`src/rtl/div_cfg_sched_pkg.sv`:
```
// rtl/div_cfg_sched_pkg.sv - shared state encoding and constants for the divider config scheduler
package div_sched_pkg;

  typedef enum logic [1:0] {
    ST_IDLE   = 2'd0,
    ST_DRAIN  = 2'd1,
    ST_LOAD   = 2'd2,
    ST_ENABLE = 2'd3
  } state_e;

  // Smallest ratio the divider can produce.
  localparam int DIV_MIN = 2;

endpackage

```
`src/rtl/div_cfg_sched_if.sv`:
```
// rtl/div_cfg_sched_if.sv - request/grant and divider-control bundle of the config scheduler
interface div_cfg_sched_if #(
  parameter int N_REQ = 4,
  parameter int DIV_W = 16
);

  logic [N_REQ-1:0]       i_req;
  logic [N_REQ*DIV_W-1:0] i_div_val;
  logic [N_REQ-1:0]       o_gnt;
  logic                   o_err;
  logic [DIV_W-1:0]       o_div_num;
  logic                   o_sw;
  logic                   o_busy;

  // Requester / control-source side.
  modport master (
    output i_req, i_div_val,
    input  o_gnt, o_err, o_div_num, o_sw, o_busy
  );

  // Scheduler side.
  modport slave (
    input  i_req, i_div_val,
    output o_gnt, o_err, o_div_num, o_sw, o_busy
  );

endinterface

```
`src/rtl/div_cfg_sched_rr_arbiter.sv`:
```
// rtl/div_cfg_sched_rr_arbiter.sv - combinational round-robin pick starting at a priority pointer
module rr_arbiter #(
  parameter int N_REQ = 4
) (
  input  logic [N_REQ-1:0]         req,
  input  logic [$clog2(N_REQ)-1:0] ptr,
  output logic [N_REQ-1:0]         win,
  output logic                     any
);

  localparam int PW = $clog2(N_REQ);

  // First asserted request at or above ptr, wrapping past the top.
  always_comb begin
    win = '0;
    any = 1'b0;
    for (int i = 0; i < N_REQ; i++) begin
      if (!any && req[PW'((int'(ptr) + i) % N_REQ)]) begin
        win[PW'((int'(ptr) + i) % N_REQ)] = 1'b1;
        any = 1'b1;
      end
    end
  end

endmodule

```
`src/rtl/div_cfg_sched.sv`:
```
// rtl/div_cfg_sched.sv - arbitrates ratio requests and sequences glitch-free divider reloads
module div_cfg_sched
  import div_sched_pkg::*;
#(
  parameter int N_REQ      = 4,
  parameter int DIV_W      = 16,
  parameter int SETTLE_CYC = 4,
  parameter int DEF_DIV    = 2
) (
  input logic            clk,
  input logic            rstn,
  div_cfg_sched_if.slave bus
);

  localparam int PW = $clog2(N_REQ);
  localparam int CW = $clog2(SETTLE_CYC + 1);

  state_e             state_q, state_d;
  logic [CW-1:0]      cnt_q, cnt_d;
  logic [DIV_W-1:0]   pend_q, pend_d;
  logic [PW-1:0]      ptr_q, ptr_d;
  logic [N_REQ-1:0]   gnt_q, gnt_d;
  logic               err_q, err_d;
  logic [DIV_W-1:0]   div_q, div_d;
  logic               sw_q, sw_d;
  logic               busy_q, busy_d;

  logic [N_REQ-1:0]   win;
  logic               any;
  logic [PW-1:0]      win_idx;
  logic [DIV_W-1:0]   win_val;

  rr_arbiter #(.N_REQ(N_REQ)) u_arb (
    .req (bus.i_req),
    .ptr (ptr_q),
    .win (win),
    .any (any)
  );

  // Turn the one-hot winner into an index and pick out its requested ratio.
  always_comb begin
    win_idx = '0;
    win_val = '0;
    for (int i = 0; i < N_REQ; i++) begin
      if (win[i]) begin
        win_idx = PW'(i);
        win_val = bus.i_div_val[i*DIV_W +: DIV_W];
      end
    end
  end

  // Sequencer: grant, gate off, settle, load ratio, re-enable.
  // The grant edge already counts as the first settle cycle, so a granted
  // change seeds the counter at 1; the boot drain has no grant edge and
  // starts from 0, which makes it one cycle longer.
  always_comb begin
    state_d = state_q;
    cnt_d   = cnt_q;
    pend_d  = pend_q;
    ptr_d   = ptr_q;
    gnt_d   = '0;
    err_d   = 1'b0;
    div_d   = div_q;
    sw_d    = sw_q;
    busy_d  = busy_q;
    unique case (state_q)
      ST_IDLE: begin
        sw_d   = 1'b1;
        busy_d = 1'b0;
        if (any) begin
          gnt_d = win;
          ptr_d = (win_idx == PW'(N_REQ - 1)) ? '0 : win_idx + 1'b1;
          if (win_val < DIV_W'(DIV_MIN)) begin
            err_d = 1'b1;
          end else if (win_val != div_q) begin
            pend_d  = win_val;
            cnt_d   = CW'(1);
            state_d = ST_DRAIN;
            sw_d    = 1'b0;
            busy_d  = 1'b1;
          end
        end
      end
      ST_DRAIN: begin
        sw_d   = 1'b0;
        busy_d = 1'b1;
        if (cnt_q >= CW'(SETTLE_CYC - 1)) begin
          state_d = ST_LOAD;
        end else begin
          cnt_d = cnt_q + 1'b1;
        end
      end
      ST_LOAD: begin
        div_d   = pend_q;
        state_d = ST_ENABLE;
      end
      ST_ENABLE: begin
        sw_d    = 1'b1;
        busy_d  = 1'b0;
        state_d = ST_IDLE;
      end
      default: state_d = ST_IDLE;
    endcase
  end

  // State and output registers; reset drops straight into the boot drain.
  always_ff @(posedge clk or negedge rstn) begin
    if (!rstn) begin
      state_q <= ST_DRAIN;
      cnt_q   <= '0;
      pend_q  <= DIV_W'(DEF_DIV);
      ptr_q   <= '0;
      gnt_q   <= '0;
      err_q   <= 1'b0;
      div_q   <= DIV_W'(DEF_DIV);
      sw_q    <= 1'b0;
      busy_q  <= 1'b1;
    end else begin
      state_q <= state_d;
      cnt_q   <= cnt_d;
      pend_q  <= pend_d;
      ptr_q   <= ptr_d;
      gnt_q   <= gnt_d;
      err_q   <= err_d;
      div_q   <= div_d;
      sw_q    <= sw_d;
      busy_q  <= busy_d;
    end
  end

  assign bus.o_gnt     = gnt_q;
  assign bus.o_err     = err_q;
  assign bus.o_div_num = div_q;
  assign bus.o_sw      = sw_q;
  assign bus.o_busy    = busy_q;

endmodule
```
`src/flat_wrapper.sv`:
```
// flat-port wrapper written by rule: the top's interface ports become plain ports
module div_cfg_sched_flat import div_sched_pkg::*;
#(
  parameter int N_REQ      = 4,
  parameter int DIV_W      = 16,
  parameter int SETTLE_CYC = 4,
  parameter int DEF_DIV    = 2
)
  (clk, rstn, bus_i_req, bus_i_div_val, bus_o_gnt, bus_o_err, bus_o_div_num, bus_o_sw, bus_o_busy);
  div_cfg_sched_if #(.N_REQ(N_REQ), .DIV_W(DIV_W)) bus_i ();
  input logic clk;
  input logic rstn;
  input wire logic [$bits(bus_i.i_req)-1:0] bus_i_req;
  input wire logic [$bits(bus_i.i_div_val)-1:0] bus_i_div_val;
  output wire logic [$bits(bus_i.o_gnt)-1:0] bus_o_gnt;
  output wire logic [$bits(bus_i.o_err)-1:0] bus_o_err;
  output wire logic [$bits(bus_i.o_div_num)-1:0] bus_o_div_num;
  output wire logic [$bits(bus_i.o_sw)-1:0] bus_o_sw;
  output wire logic [$bits(bus_i.o_busy)-1:0] bus_o_busy;
  assign bus_i.i_req = bus_i_req;
  assign bus_i.i_div_val = bus_i_div_val;
  assign bus_o_gnt = bus_i.o_gnt;
  assign bus_o_err = bus_i.o_err;
  assign bus_o_div_num = bus_i.o_div_num;
  assign bus_o_sw = bus_i.o_sw;
  assign bus_o_busy = bus_i.o_busy;
  div_cfg_sched #(.N_REQ(N_REQ), .DIV_W(DIV_W), .SETTLE_CYC(SETTLE_CYC), .DEF_DIV(DEF_DIV)) u_core (.clk(clk), .rstn(rstn), .bus(bus_i));
endmodule
```
`config.mk`:
```
export PLATFORM = sky130hd
export DESIGN_NAME = div_cfg_sched_flat
export DESIGN_NICKNAME = d
export VERILOG_FILES = /design/src/rtl/div_cfg_sched_pkg.sv /design/src/rtl/div_cfg_sched_if.sv /design/src/rtl/div_cfg_sched_rr_arbiter.sv /design/src/rtl/div_cfg_sched.sv /design/src/flat_wrapper.sv
export SDC_FILE = /design/constraint.sdc
export NUM_CORES = 1
export LEC_CHECK = 0
export CAP_MARGIN = 20
export CORE_ASPECT_RATIO = 0.9
export CORE_MARGIN = 2
export CORE_UTILIZATION = 44
export DETAILED_ROUTE_END_ITERATION = 10
export GPL_TIMING_DRIVEN = 0
export PLACE_DENSITY_LB_ADDON = 0.12
export SKIP_CTS_REPAIR_TIMING = 1
export SLEW_MARGIN = 20
export SYNTH_ARGS = -nofsm -noshare
export SYNTH_HDL_FRONTEND = slang
export SYNTH_HIERARCHICAL = 1
export SYNTH_SLANG_ARGS = --single-unit
```
`constraint.sdc`:
```
create_clock -name clk -period 4.2 [get_ports clk]
set_input_delay 0.84 -clock clk [delete_from_list [all_inputs] [get_ports clk]]
set_output_delay 0.84 -clock clk [all_outputs]
set_load 0.02 [all_outputs]
```
Yosys cells after proc, flatten, opt, wreduce, memory -nomap -nowiden
Index checks and enable logic that the tools add are counted.
Widths: inputs -> output; s select.

word-level totals
  bits in registers = 46
  bits of input ports = 70
  output and inout bits = 23
  word-level logic and storage cells = 114

cells by class
  $add $sub $neg = 5
  order comparisons = 10
  equality and inequality tests = 10
  muxes and demuxes = 59
  bitwise operators = 4
  reduce and logical (&&, ||, !) cells = 17

operators with widths
  operator             count
  $mux 16              4
  $mux 1               26
  $mux 4               6
  $lt 16x2->1 const B  1
  $lt 2x4->1 const B   4
  $ne 16x16->1         1
  $mux 2               7
  $mux 3               4
  $or 4x4->4           3
  $bmux 1 s2           4
  $demux 1 s2          4
  $ge 2x1->1 const B   4
  $pmux 2 s4           1
  $reduce_and 4->1     2
  $logic_and 1x1->1    7
  $eq 2x2->1 const B   3
  $ne 2x1->1 const B   3
  $pmux 1 s3           2
  $pmux 3 s2           1
  $reduce_and 5->1     1
  $add 2x1->2 const B  2
  $add 2x2->2 const B  2
  $ne 2x2->1 const B   2
  $add 3x1->3 const B  1
  other kinds (8)      10

Longest topological paths before layout
Gate-level depths: netlist of the first run.

  depth in word-level cells = 22
  mapped depth = 17
  depth with buffers taken out = 14

By module
Netlist of the first run, hierarchy kept.

modules (own cells, without submodules)
  module         times used  cells each  area an instance (µm²)  sequential area each (µm²)
  div_cfg_sched  1           252         2942.8                  1156.1
  rr_arbiter     1           39          401.6                   0.0

Worst setup path after synthesis of the first run
OpenSTA, ideal clock, no wires.

  kind = input -> register
  start = input port bus_i_req[2]
  end = register u_core.state_q[1]
  setup time = 0.125 ns
  arrival time = 4.090 ns
  required time = 4.075 ns
  path slack = -0.015 ns
  cell stages on the path = 13
  path buffers = 1
  cell sequence = mux4_2 -> and2b_1 -> a221oi_1 -> o21ai_0 -> buf_4 -> nand4bb_1 -> a32oi_1 -> xnor2_1 -> nand4_1 -> nor4_4 -> o21ai_2 -> and2_4 -> mux2_4

on the way
  longest elaborated chain between the ends = 20
  elaborated cells on any way between the ends = 39
  those cells by class = order compare (1); eq/ne (4); mux (24); bitwise (3); reduce/logical (7)

ends and longest elaborated chain
  what                                                              line                                      text
  from (decl)                                                       flat_wrapper.sv:13                        input wire logic [$bits(bus_i.i_req)-1:0] bus_i_req;
  $bmux 1 s2                                                        div_cfg_sched_rr_arbiter.sv:18            if (!any && req[PW'((int'(ptr) + i) % N_REQ)]) begin
  $mux 1 (implied by the code) (2 in series)                        div_cfg_sched_rr_arbiter.sv:18
  $mux 1                                                            div_cfg_sched_rr_arbiter.sv:18
  $logic_not 1->1                                                   div_cfg_sched_rr_arbiter.sv:18
  $logic_and 1x1->1                                                 div_cfg_sched_rr_arbiter.sv:18
  $mux 1                                                            div_cfg_sched_rr_arbiter.sv:18
  $logic_not 1->1                                                   div_cfg_sched_rr_arbiter.sv:18
  $logic_and 1x1->1                                                 div_cfg_sched_rr_arbiter.sv:18
  $mux 1                                                            div_cfg_sched_rr_arbiter.sv:18
  $logic_not 1->1                                                   div_cfg_sched_rr_arbiter.sv:18
  $logic_and 1x1->1                                                 div_cfg_sched_rr_arbiter.sv:18
  $mux 4 *                                                          div_cfg_sched_rr_arbiter.sv:18
  via u_core.win[0]                                                 div_cfg_sched.sv:28                       logic [N_REQ-1:0] win;
  $mux 16 * (4 in series)                                           div_cfg_sched.sv:45                       if (win[i]) begin
  $lt 16x2->1 / $ne 16x16->1 (equally long branches)                div_cfg_sched.sv:73, div_cfg_sched.sv:75
  $ne 2x2->1 (no source line) / $ne 2x1->1 (equally long branches)  n/a
  $reduce_and 4->1 (no source line) *                               n/a
  to (signal assigned)                                              div_cfg_sched.sv:119                      state_q <= state_d;
  to (decl)                                                         div_cfg_sched.sv:18                       state_e state_q, state_d;

The timed path passes the listed nets; every way through them passes the cells marked *. The select of a mux whose other input is x is not followed.
A chain may end at the register's enable or synchronous reset.

Worst setup path in the final report of the first run
  start = register u_core.ptr_q[0]
  end = register u_core.pend_q[13]

on the way
  elaborated cells on any way between the ends = 60
  those cells by class = add/sub (3); order compare (9); eq/ne (1); mux (32); bitwise (4); reduce/logical (11)

RTL lines
  what                                                                 line                            text
  from (decl)                                                          div_cfg_sched.sv:21             logic [PW-1:0] ptr_q, ptr_d;
  from (signal assigned)                                               div_cfg_sched.sv:122            ptr_q <= ptr_d;
  parallel branches: the longest is 12 deep, another holds $lt 2x4->1  n/a
  $mux 4 *                                                             div_cfg_sched_rr_arbiter.sv:18
  via u_core.win[2]                                                    div_cfg_sched.sv:28
  $mux 16 * (2 in series)                                              div_cfg_sched.sv:45
  $lt 16x2->1                                                          div_cfg_sched.sv:73             if (win_val < DIV_W'(DIV_MIN)) begin
  $not 1->1 (no source line)                                           n/a
  $reduce_and 4->1 (no source line)                                    n/a
  to (signal assigned)                                                 div_cfg_sched.sv:111            pend_q <= DIV_W'(DEF_DIV);
  to (signal assigned)                                                 div_cfg_sched.sv:121            pend_q <= pend_d;
  to (decl)                                                            div_cfg_sched.sv:20             logic [DIV_W-1:0] pend_q, pend_d;

Mark *: on every way through the listed nets, which the timed path passes. The select of a mux whose other input is x is not followed.

==> summary.txt, run 1 <==
STA
  • Max Slew Vio Count: 0
  • Final min period: 4.44 ns
  • Tightest Pin Transition: 0.550 ns
  • Final hold vios: 0
  • Tcrit/Tclk final: 106%
  • Final WS setup: -0.238 ns
  • Final setup viols: 18
  • Unrepaired setup endpoints after global routing: true
  • Fmax: between 200 and 250 MHz
  • Clock skew: 0.00297 ns
  • Slew HR: 63.3%

Clocking
  • CTS tree: built
  • CTS Buf Count: 5
  • H-tree levels: 2
  • CTS Buffer Depth: 2
  • Clk slew on worst S/H paths: 0.08 ns
  • Root Buffer: clkbuf_8
  • Clock sink count: 46
  • Clock insertion delay at the later pin of the skew report: 0.29 ns

Final layout
  • Nets@finish: between 500 and 600
  • Area growth, synth to finish: 53.7%
  • Filler cells: 558
  • Most common cell after layout, fill and taps aside: clkdlybuf4s50_1
  • Ant diodes: 0
  • Share of cells above drive strength 1: 36.0%
  • Commonest non-fill, non-tap cells in the layout: 87 x clkdlybuf4s50_1, 40 x dfrtp_1, 33 x buf_4, 25 x inv_1, 17 x mux2_4
  • Finished Layout Cells: 527

Synth
  • Mapped Area: 3340 um^2
  • Post-synth EDFFs: 0
  • FFs w/ async S/R, synth: 100%
  • Synth warnings: 6
  • Synth Register Bits: 46
  • Synth Net Count: approximately 380
  • Syn avg cell area: roughly 11 um^2
  • Register area share after synthesis: 34.6%
  • Post-synth cell types: a little over 60
  • Ys flop type: dfrtp_1
  • Cells after Synth: between 200 and 300

Routing
  • DRC viols: 0
  • Initial drt markers: 115
  • WL final: 9.83 mm
  • WL/cell: 18.7 um
  • Post-DRT Antenna Nets: 0
  • Drt first pass iters: 5
  • Average vias per placed instance: 5.57
  • Via Count: 2,936

GRT
  • Initial antenna violation count: 0
  • Number of global-route vias before repair: 2,857
  • Largest net degree at the start of global routing: 32
  • GRT Util Overall: 22.4%
  • Congestion Overflow GR: 0
  • First-pass GRT wire length: 14.4 mm

Place
  • Dpl cells: 480
  • Hpwl dp: ~6.9 mm
  • GPL Wtd Cong: between 0.8 and 0.9
  • Place WS: -1.27 ns
  • IO buf count: 92

Critical path
  • Crit-path cells: buf_8 > clkinvlp_4 > ha_4 > mux4_2 > nor4b_4 > and2_4 > a221o_2 > buf_8 > clkbuf_16 > a21oi_2 > a32oi_2 > xnor2_1 > nand4_1 > nor4_4 > buf_4 > nor3_4 > clkbuf_16 > mux2_4
  • CP Max Fanout: 6
  • Startpoint types: flip-flop
  • Largest stage delay on the critical path: 0.42 ns
  • R2R depth: 18
  • Kind of critical path: reg -> reg
  • CP arrival: approximately 4.6 ns
  • WP data required: between 4 and 5 ns
  • CP endpoint kind: flip-flop
  • Slowest cell on crit path: dfrtp_2

Floorplan
  • Die Ht: 86.7 um
  • Initial Utilization: 44.8%
  • Core ar.: 7470 um^2
  • IO Count: 93
  • # rows: 30
  • DIE WIDTH: around 96 um
  • DIE AREA: 8320 um^2

Power
  • Pwr Density: 988 nW/um^2
  • Leakage: ~0.0022 uW
  • Total power: 5080 uW
  • Worst vdd ir: about 0.00046 V

Outcome
  • Failing checks: negative setup slack
  • Status: complete, but fails checks

Min path
  • Hold crit path type: in -> async

Job
  • Maxcap violations: 0
-- cell type report --
class,instances,area (um^2),area share [%]
buffer,17,173,3.36
timing repair buffer,131,1290,25.2
sequential,46,1160,22.5
tap,96,120,2.34
clock buffer,6,72.6,1.41
multi-input combinational,203,2180,42.5
inverter,26,101,1.97
clock inverter,2,37.5,0.730
-- worst max-delay path: cells and delay by family (launching register included) --
family | cells | cell delay, ns
and+or+nand+nor | 5 | 1.09
buffers and inverters | 6 | 0.96
AOI/OAI and AO/OA | 3 | 0.70
muxes | 2 | 0.67
DFF | 1 | 0.42
adders and majority gates | 1 | 0.33
xor gates and xnor gates | 1 | 0.13
-- power by group --
part | switching [uW] | internal [uW] | total (uW)
sequential | 169 | 669 | 838
combinational | 1810 | 2100 | 3910
clock | 147 | 178 | 325
total | 2130 | 2950 | 5080
-- synthesized netlist by cell type (3+ instances only) --
master     number  area, um^2
dfstp_2         4         105
nor4_1          3        18.8
nand4_1         3        18.8
inv_1          26        97.6
mux2_2         22         248
dfrtp_1        42        1050
mux2_4         11         165
a32oi_1        12         105
a32oi_2         3        48.8
xnor2_1        15         131
nand4bb_1      15         169
buf_6           4        45.0
nand3b_1       15         113
o21ai_0         3        15.0
and3_1          5        31.3
nor2b_1         3        18.8
o31ai_1         3        22.5
nor2_1          5        18.8
a21oi_2         4        35.0
mux4_2          3        67.6
a21oi_1        13        65.1
buf_2           5        25.0
ha_1           14         175
nand2_1        11        41.3
-- metal layers --
| metal | track usage, % | vias up | routed length, um |
|---|---|---|---|
| li1 | - | 1369 | - |
| met3 | 3.57 | 18 | 481 |
| met2 | 36.7 | 102 | 4910 |
| met5 | 0 | - | 0 |
| met1 | 30.6 | 1447 | 4270 |
| met4 | 6.62 | 0 | 168 |
-- worst paths after layout --
path / start / end / slack (ns)
max reg2reg: u_core/ptr_q[0]$_DFFE_PN0P_ / u_core/pend_q[13]$_DFFE_PN0P_ / -0.24
max in group asynchronous: rstn / u_core/pend_q[1]$_DFFE_PN1P_ / 3.20
max: u_core/ptr_q[0]$_DFFE_PN0P_ / u_core/pend_q[13]$_DFFE_PN0P_ / -0.24
min: rstn / u_core/bus.o_sw$_DFFE_PN0P_ / 0.45
min reg2reg: u_core/bus.o_busy$_DFFE_PN1P_ / u_core/bus.o_busy$_DFFE_PN1P_ / 0.49
min in group clk: u_core/bus.o_busy$_DFFE_PN1P_ / u_core/bus.o_busy$_DFFE_PN1P_ / 0.49
-- cells by family (layout without fill, tap and decap cells) --
group	after synthesis	in the layout	synth area share [%]
flip-flops	46	46	34.6
AO/OA/AOI/OAI	56	56	14.1
buffers and inverters	43	182	7.33
XOR/XNOR	16	16	4.41
multiplexers	39	40	15.8
AND/OR/NAND/NOR	77	77	18.6
adder cells (fa/ha/maj)	14	14	5.24
-- per-stage QoR --
step	cell area [um^2]	setup TNS [ns]	hold slack, ns	util, %
after global placement	4390	-23.67	0.462	58.7
after CTS	4510	-19.13	0.452	60.4
after floorplan	3340	0	0.475	-
after global routing	5140	-6.17	0.459	68.8
after detailed placement	4400	-26.59	0.493	58.9
final	5140	-3.48	0.448	68.8
-- state kept, by name, summed over array words and instances (netlist names) --
name and cells:
u_core/bus.o_err 1, u_core/cnt_q 3, u_core/pend_q 16, u_core/bus.o_sw 1, u_core/bus.o_div_num 16, u_core/bus.o_gnt 4
u_core/bus.o_busy 1, u_core/state_q 2, u_core/ptr_q 2
Note: power is estimated with default switching activity, not from simulation.
==> run 2: changes to the inputs <==
Settings changed: GPL_TIMING_DRIVEN 0 to unset, SLEW_MARGIN 20 to 0.
==> run 2 against run 1 <==
Net effect:
- the run now ends clean
- clock power is 15% lower
- total power is 7.5% lower
- clock skew is 0.0063 ns higher
- non-clock buffer count is 10 lower
- global-route usage is 1.5 points lower
- combinational power is 7.9% lower
- sequential power is 2% lower
- sequential cell count stayed put
- worst hold slack hardly changed
- core utilization is 3.9 points lower
- cell count is 2.1% lower
- via count is 5.6% lower
- critical path type is now in -> reg
- largest power group unchanged
==> summary.txt, run 2 (same netlist as run 1, synthesis figures left out) <==
Outcome
  • Status: complete, no violations

Power
  • Clock share of power: 5.9%
  • Leakage: 0.00206 uW
  • Pint: 2760 uW
  • Flop pwr share: 17.5%
  • Worst vdd ir: 0.000555 V
  • Total power: 4700 uW
  • Sw frac: about two fifths
  • Comb power frac: 76.7%
  • Psw: 1940 uW
  • Pwr Density: 969 nW/um^2

STA
  • Fmax: 245 MHz
  • Final hold vios: 0
  • Final setup viols: 0
  • Final min period: between 4 and 5 ns
  • Slew HR: about 46%
  • Tightest Pin Transition: 0.816 ns
  • Tcrit/Tclk final: 97.3%
  • Post-route setup TNS: 0 ns
  • Final WS setup: about 0.12 ns
  • Hold slack final: 0.448 ns
  • Clock skew: 0.00931 ns
  • Max Slew Vio Count: 0

GRT
  • GRT Util Overall: 20.9%
  • Largest net degree at the start of global routing: 47
  • First-pass GRT wire length: roughly 14 mm
  • Congestion Overflow GR: 0
  • Initial antenna violation count: 0
  • Number of global-route vias before repair: between 2,000 and 3,000

Clocking
  • Clock sink count: 46
  • Clk slew on worst S/H paths: 0.09 ns
  • Clock insertion delay at the later pin of the skew report: 0.30 ns
  • CTS Buf Count: 5
  • H-tree levels: 2
  • Root Buffer: clkbuf_8
  • CTS tree: built
  • CTS Buffer Depth: 2

Critical path
  • CP delay by family, top: simple AND/OR/NAND/NOR gates
  • Largest stage delay on the critical path: 0.56 ns
  • Startpoint types: input pin
  • Crit-path cells: dlymetal6s2s_1 > mux4_2 > nor4b_4 > and2_1 > a221o_1 > buf_12 > nand4bb_1 > a32oi_1 > buf_4 > nor4_2 > nand4_1 > nand2_2 > o21ai_2 > and2_4 > mux2_4
  • CP endpoint kind: flip-flop
  • CP arrival: 4.28 ns
  • WP data required: 4.39 ns
  • CP Max Fanout: 24
  • Kind of critical path: in -> reg
  • Slowest cell on crit path: mux4_2
  • Worst Path Buf+Inv: 3

Floorplan
  • IO Count: 93
  • DIE WIDTH: 95.9 um
  • # rows: 30
  • Initial Utilization: approximately 45%
  • Core ar.: 7470 um^2
  • Die Ht: 86.7 um
  • DIE AREA: 8320 um^2

Final layout
  • Share of cells above drive strength 1: 31.7%
  • Register Area: 1160 um^2
  • Finished Layout Cells: 516
  • Multi-input gate area: 2010 um^2
  • Commonest non-fill, non-tap cells in the layout: 87 x clkdlybuf4s50_1, 42 x dfrtp_1, 36 x buf_4, 25 x inv_1, 22 x mux2_2
  • Area growth, synth to finish: 45.0%
  • Ant diodes: 0
  • Filler cells: 614
  • Nets@finish: 503
  • Most common cell after layout, fill and taps aside: clkdlybuf4s50_1

Place
  • IO buf count: just over 90
  • Place WS: -0.676 ns
  • GPL Wtd Cong: about 0.95
  • Hpwl dp: 6.39 mm
  • Dpl cells: 497

Routing
  • WL/cell: ~17 um
  • Initial drt markers: 102
  • DRC viols: 0
  • WL final: 8.75 mm
  • Via Count: 2,773
  • Post-DRT Antenna Nets: 0
  • Drt first pass iters: 4
  • Average vias per placed instance: 5.37

Job
  • Maxcap violations: 0

Min path
  • Hold crit path type: in -> async
## run 2: cell type report
type,count,share of cell area [%]
Clock inverter,1,0.103
Multi-Input combinational cell,202,41.4
Inverter,26,2.01
Sequential cell,46,23.8
Clock buffer,7,1.78
Timing Repair Buffer,138,28.3
Tap cell,96,2.48
## run 2: worst paths after layout
check                                              startpoint                             to  slack [ns]  cells after the start
worst max register to register    u_core/ptr_q[1]$_DFFE_PN0P_  u_core/state_q[1]$_DFFE_PN0P_        0.15                     16
min in group clk                u_core/bus.o_busy$_DFFE_PN1P_  u_core/bus.o_busy$_DFFE_PN1P_        0.50                      2
worst min register to register  u_core/bus.o_busy$_DFFE_PN1P_  u_core/bus.o_busy$_DFFE_PN1P_        0.50                      2
worst max-delay path                             bus_i_req[2]  u_core/state_q[1]$_DFFE_PN0P_        0.12                     15
max in group asynchronous                                rstn   u_core/pend_q[1]$_DFFE_PN1P_        3.18                      2
worst min-delay path                                     rstn    u_core/bus.o_sw$_DFFE_PN0P_        0.45                      1
## run 2: worst reg2reg max path, delay by kind of cell, from the launching register on
| family | cells | cell delay [ns] |
|---|---|---|
| AOI/OAI and AO/OA | 3 | 0.50 |
| adders and majority gates | 1 | 0.39 |
| buffers and inverters | 3 | 0.45 |
| DFF | 1 | 0.35 |
| muxes | 2 | 0.67 |
| and+or+nand+nor | 7 | 1.57 |
## run 2: layer usage
metal	wire length [um]	GRT usage [%]	vias up	part of all wire, %
met4	128	4.55	0	1.5
li1	-	-	1346	-
met5	0	0	-	0
met1	3890	28.1	1350	44
met2	4410	35.7	62	50
met3	315	3.22	15	3.6
## run 2: through the flow
step	cell area (um^2)	util, %
final	4850	64.9
after global routing	4850	64.9
after CTS	4650	62.3
after detailed placement	4560	61.1
after global placement	4560	61.1
after floorplan	3340	-
## run 2: power by group through the flow
stage          sequential (uW)  clock (uW)  combinational, uW
5_1_grt                    850         304               3880
2_1_floorplan              917           0               2120
6_report                   821         275               3600
4_1_cts                    822         284               3310
3_3_place_gp               826           0               3250
3_5_place_dp               828           0               3280
==> run 3: changes to the inputs <==
Settings changed: SKIP_CTS_REPAIR_TIMING 1 to unset, SLEW_MARGIN 0 to unset.
==> run 3 against run 2 <==
Net effect:
- non-clock buffer count rose by 25
- clock skew fell by 0.0011 ns
- combinational power rose by 16%
- maximum frequency fell by 1.0%
- critical endpoint is now u_core/pend_q[11]$_DFFE_PN0P_
- via count rose by 5.8%
==> summary.txt, run 3 (same netlist as run 1, synthesis figures left out) <==
STA
  • Final hold vios: 0
  • Hold slack final: between 0.4 and 0.5 ns
  • Slew HR: 46.7%
  • Clock skew: 0.00821 ns
  • Post-route setup TNS: 0 ns
  • Final setup viols: 0
  • Final WS setup: 0.0740 ns
  • Max Slew Vio Count: 0
  • Final min period: 4.13 ns
  • Tightest Pin Transition: 0.799 ns
  • Fmax: 242 MHz
  • Tcrit/Tclk final: 98.2%

Routing
  • Via Count: roughly 3,000
  • WL/cell: 17.3 um
  • Drt first pass iters: 4
  • Average vias per placed instance: 5.43
  • WL final: 9.38 mm
  • Initial drt markers: 131
  • DRC viols: 0
  • Post-DRT Antenna Nets: 0

Clocking
  • Clock insertion delay at the later pin of the skew report: 0.30 ns
  • CTS tree: built
  • CTS Buf Count: 5
  • CTS Buffer Depth: 2
  • H-tree levels: 2
  • Root Buffer: clkbuf_8
  • Hold-fix buffers, CTS: 0
  • Clock sink count: 46
  • Clk slew on worst S/H paths: about 0.09 ns

GRT
  • Largest net degree at the start of global routing: 47
  • First-pass GRT wire length: between 10 and 15 mm
  • GRT Util Overall: 22.8%
  • Number of global-route vias before repair: a little under 3,000
  • Congestion Overflow GR: 0
  • Initial antenna violation count: 0

Floorplan
  • IO Count: 93
  • Initial Utilization: 44.8%
  • Die Ht: 86.7 um
  • DIE WIDTH: 95.9 um
  • Core ar.: 7470 um^2
  • DIE AREA: 8320 um^2
  • # rows: 30

Final layout
  • Nets@finish: 528
  • Share of cells above drive strength 1: between 30% and 40%
  • Most common cell after layout, fill and taps aside: clkdlybuf4s50_1
  • Area growth, synth to finish: 55.2%
  • Final Util: 69.5%
  • Commonest non-fill, non-tap cells in the layout: 87 x clkdlybuf4s50_1, 53 x buf_4, 42 x dfrtp_1, 25 x inv_1, 20 x mux2_2
  • Final instance area: slightly above 5000 um^2
  • Ant diodes: 0

Critical path
  • CP endpoint kind: flip-flop
  • CP Max Fanout: 12
  • Startpoint types: input pin
  • WP data required: 4.39 ns
  • CP arrival: 4.31 ns
  • Kind of critical path: in -> reg

Job
  • Maxcap violations: 0

Place
  • IO buf count: 92
  • Hpwl dp: 6.39 mm
  • GPL Wtd Cong: 0.949
  • Post-DP Area: 4560 um^2
  • Place WS: -0.676 ns

Power
  • Clock share of power: 5.2%
  • Psw: ~2100 uW
  • Worst vdd ir: around 0.00057 V
  • Leakage: around 0.0022 uW
  • Pwr Density: 1010 nW/um^2
  • Comb power frac: about four fifths
  • Flop pwr share: between 10% and 20%
  • Sw frac: 40.3%
  • Pint: roughly 3100 uW

Min path
  • Hold crit path type: in -> async

Outcome
  • Status: complete, no violations
[run 3: cell types whose count changed in the layout (fill, tap and decap cells not counted), moves of 2 or more]
cell            previous run  this run
buf_4                     36        53
buf_6                      2         9
a32oi_1                    7         3
a32oi_2                    8        12
buf_12                     6         8
dlymetal6s2s_1             2         0
mux2_2                    22        20
mux2_4                    11        13
xnor2_1                   15        13
xnor2_2                    1         3
[run 3: cell type report]
cell class	instances	area, um^2
clock buffer	7	86.3
clock inverter	1	5.00
fill	558	2280
inverter	26	97.6
multi-input combinational	202	2100
sequential	46	1160
tap	96	120
timing repair buffer	163	1620
[run 3: power by group through the flow]
stage	Combinational [uW]	Sequential, uW	Clock [uW]
finish	4160	826	275
global route	4430	855	303
CTS	3730	824	284
detailed placement	3280	828	0
global placement	3250	826	0
floorplan	2120	917	0
[run 3: final timing paths]
check	depth (start not counted)	to	slack, ns	start
max	16	u_core/pend_q[11]$_DFFE_PN0P_	0.07	bus_i_req[0]
min	1	u_core/bus.o_sw$_DFFE_PN0P_	0.45	rstn
max reg2reg	17	u_core/pend_q[11]$_DFFE_PN0P_	0.11	u_core/ptr_q[1]$_DFFE_PN0P_
min reg2reg	2	u_core/bus.o_sw$_DFFE_PN0P_	0.50	u_core/bus.o_sw$_DFFE_PN0P_
max in group asynchronous	2	u_core/pend_q[1]$_DFFE_PN1P_	3.18	rstn
min in group clk	2	u_core/bus.o_sw$_DFFE_PN0P_	0.50	u_core/bus.o_sw$_DFFE_PN0P_
[run 3: repair_timing]
action | CTS | global route
pin swaps | 18 | 18
endpoints found under the setup margin | 23 | 22
setup buffers | 14 | 20
resized for setup | 26 | 28
cloned | 2 | 2
[run 3: stage by stage]
step,total power (uW),cells
floorplan,3040,291
global placement,4080,497
detailed placement,4110,497
CTS,4830,521
global route,5590,541
finish,5260,541
[run 3: worst max-delay path, cell delays in order]
cell       delay [ns]
buf_6            0.10
mux4_2           0.48
nor4b_4          0.15
and2_4           0.16
a221o_2          0.40
buf_6            0.14
buf_12           0.13
nand4bb_1        0.18
a32oi_1          0.25
buf_4            0.17
xnor2_1          0.16
nand4_2          0.15
nor4_4           0.40
nor3_4           0.11
clkbuf_16        0.18
mux2_4           0.29
[run 3: layer usage]
layer	track usage [%]	up-vias	part of all wire (%)
met5	0	-	0
met4	5.84	0	1.5
met3	3.74	17	4.3
met2	39.5	88	51
met1	29.6	1438	43
li1	-	1392	-
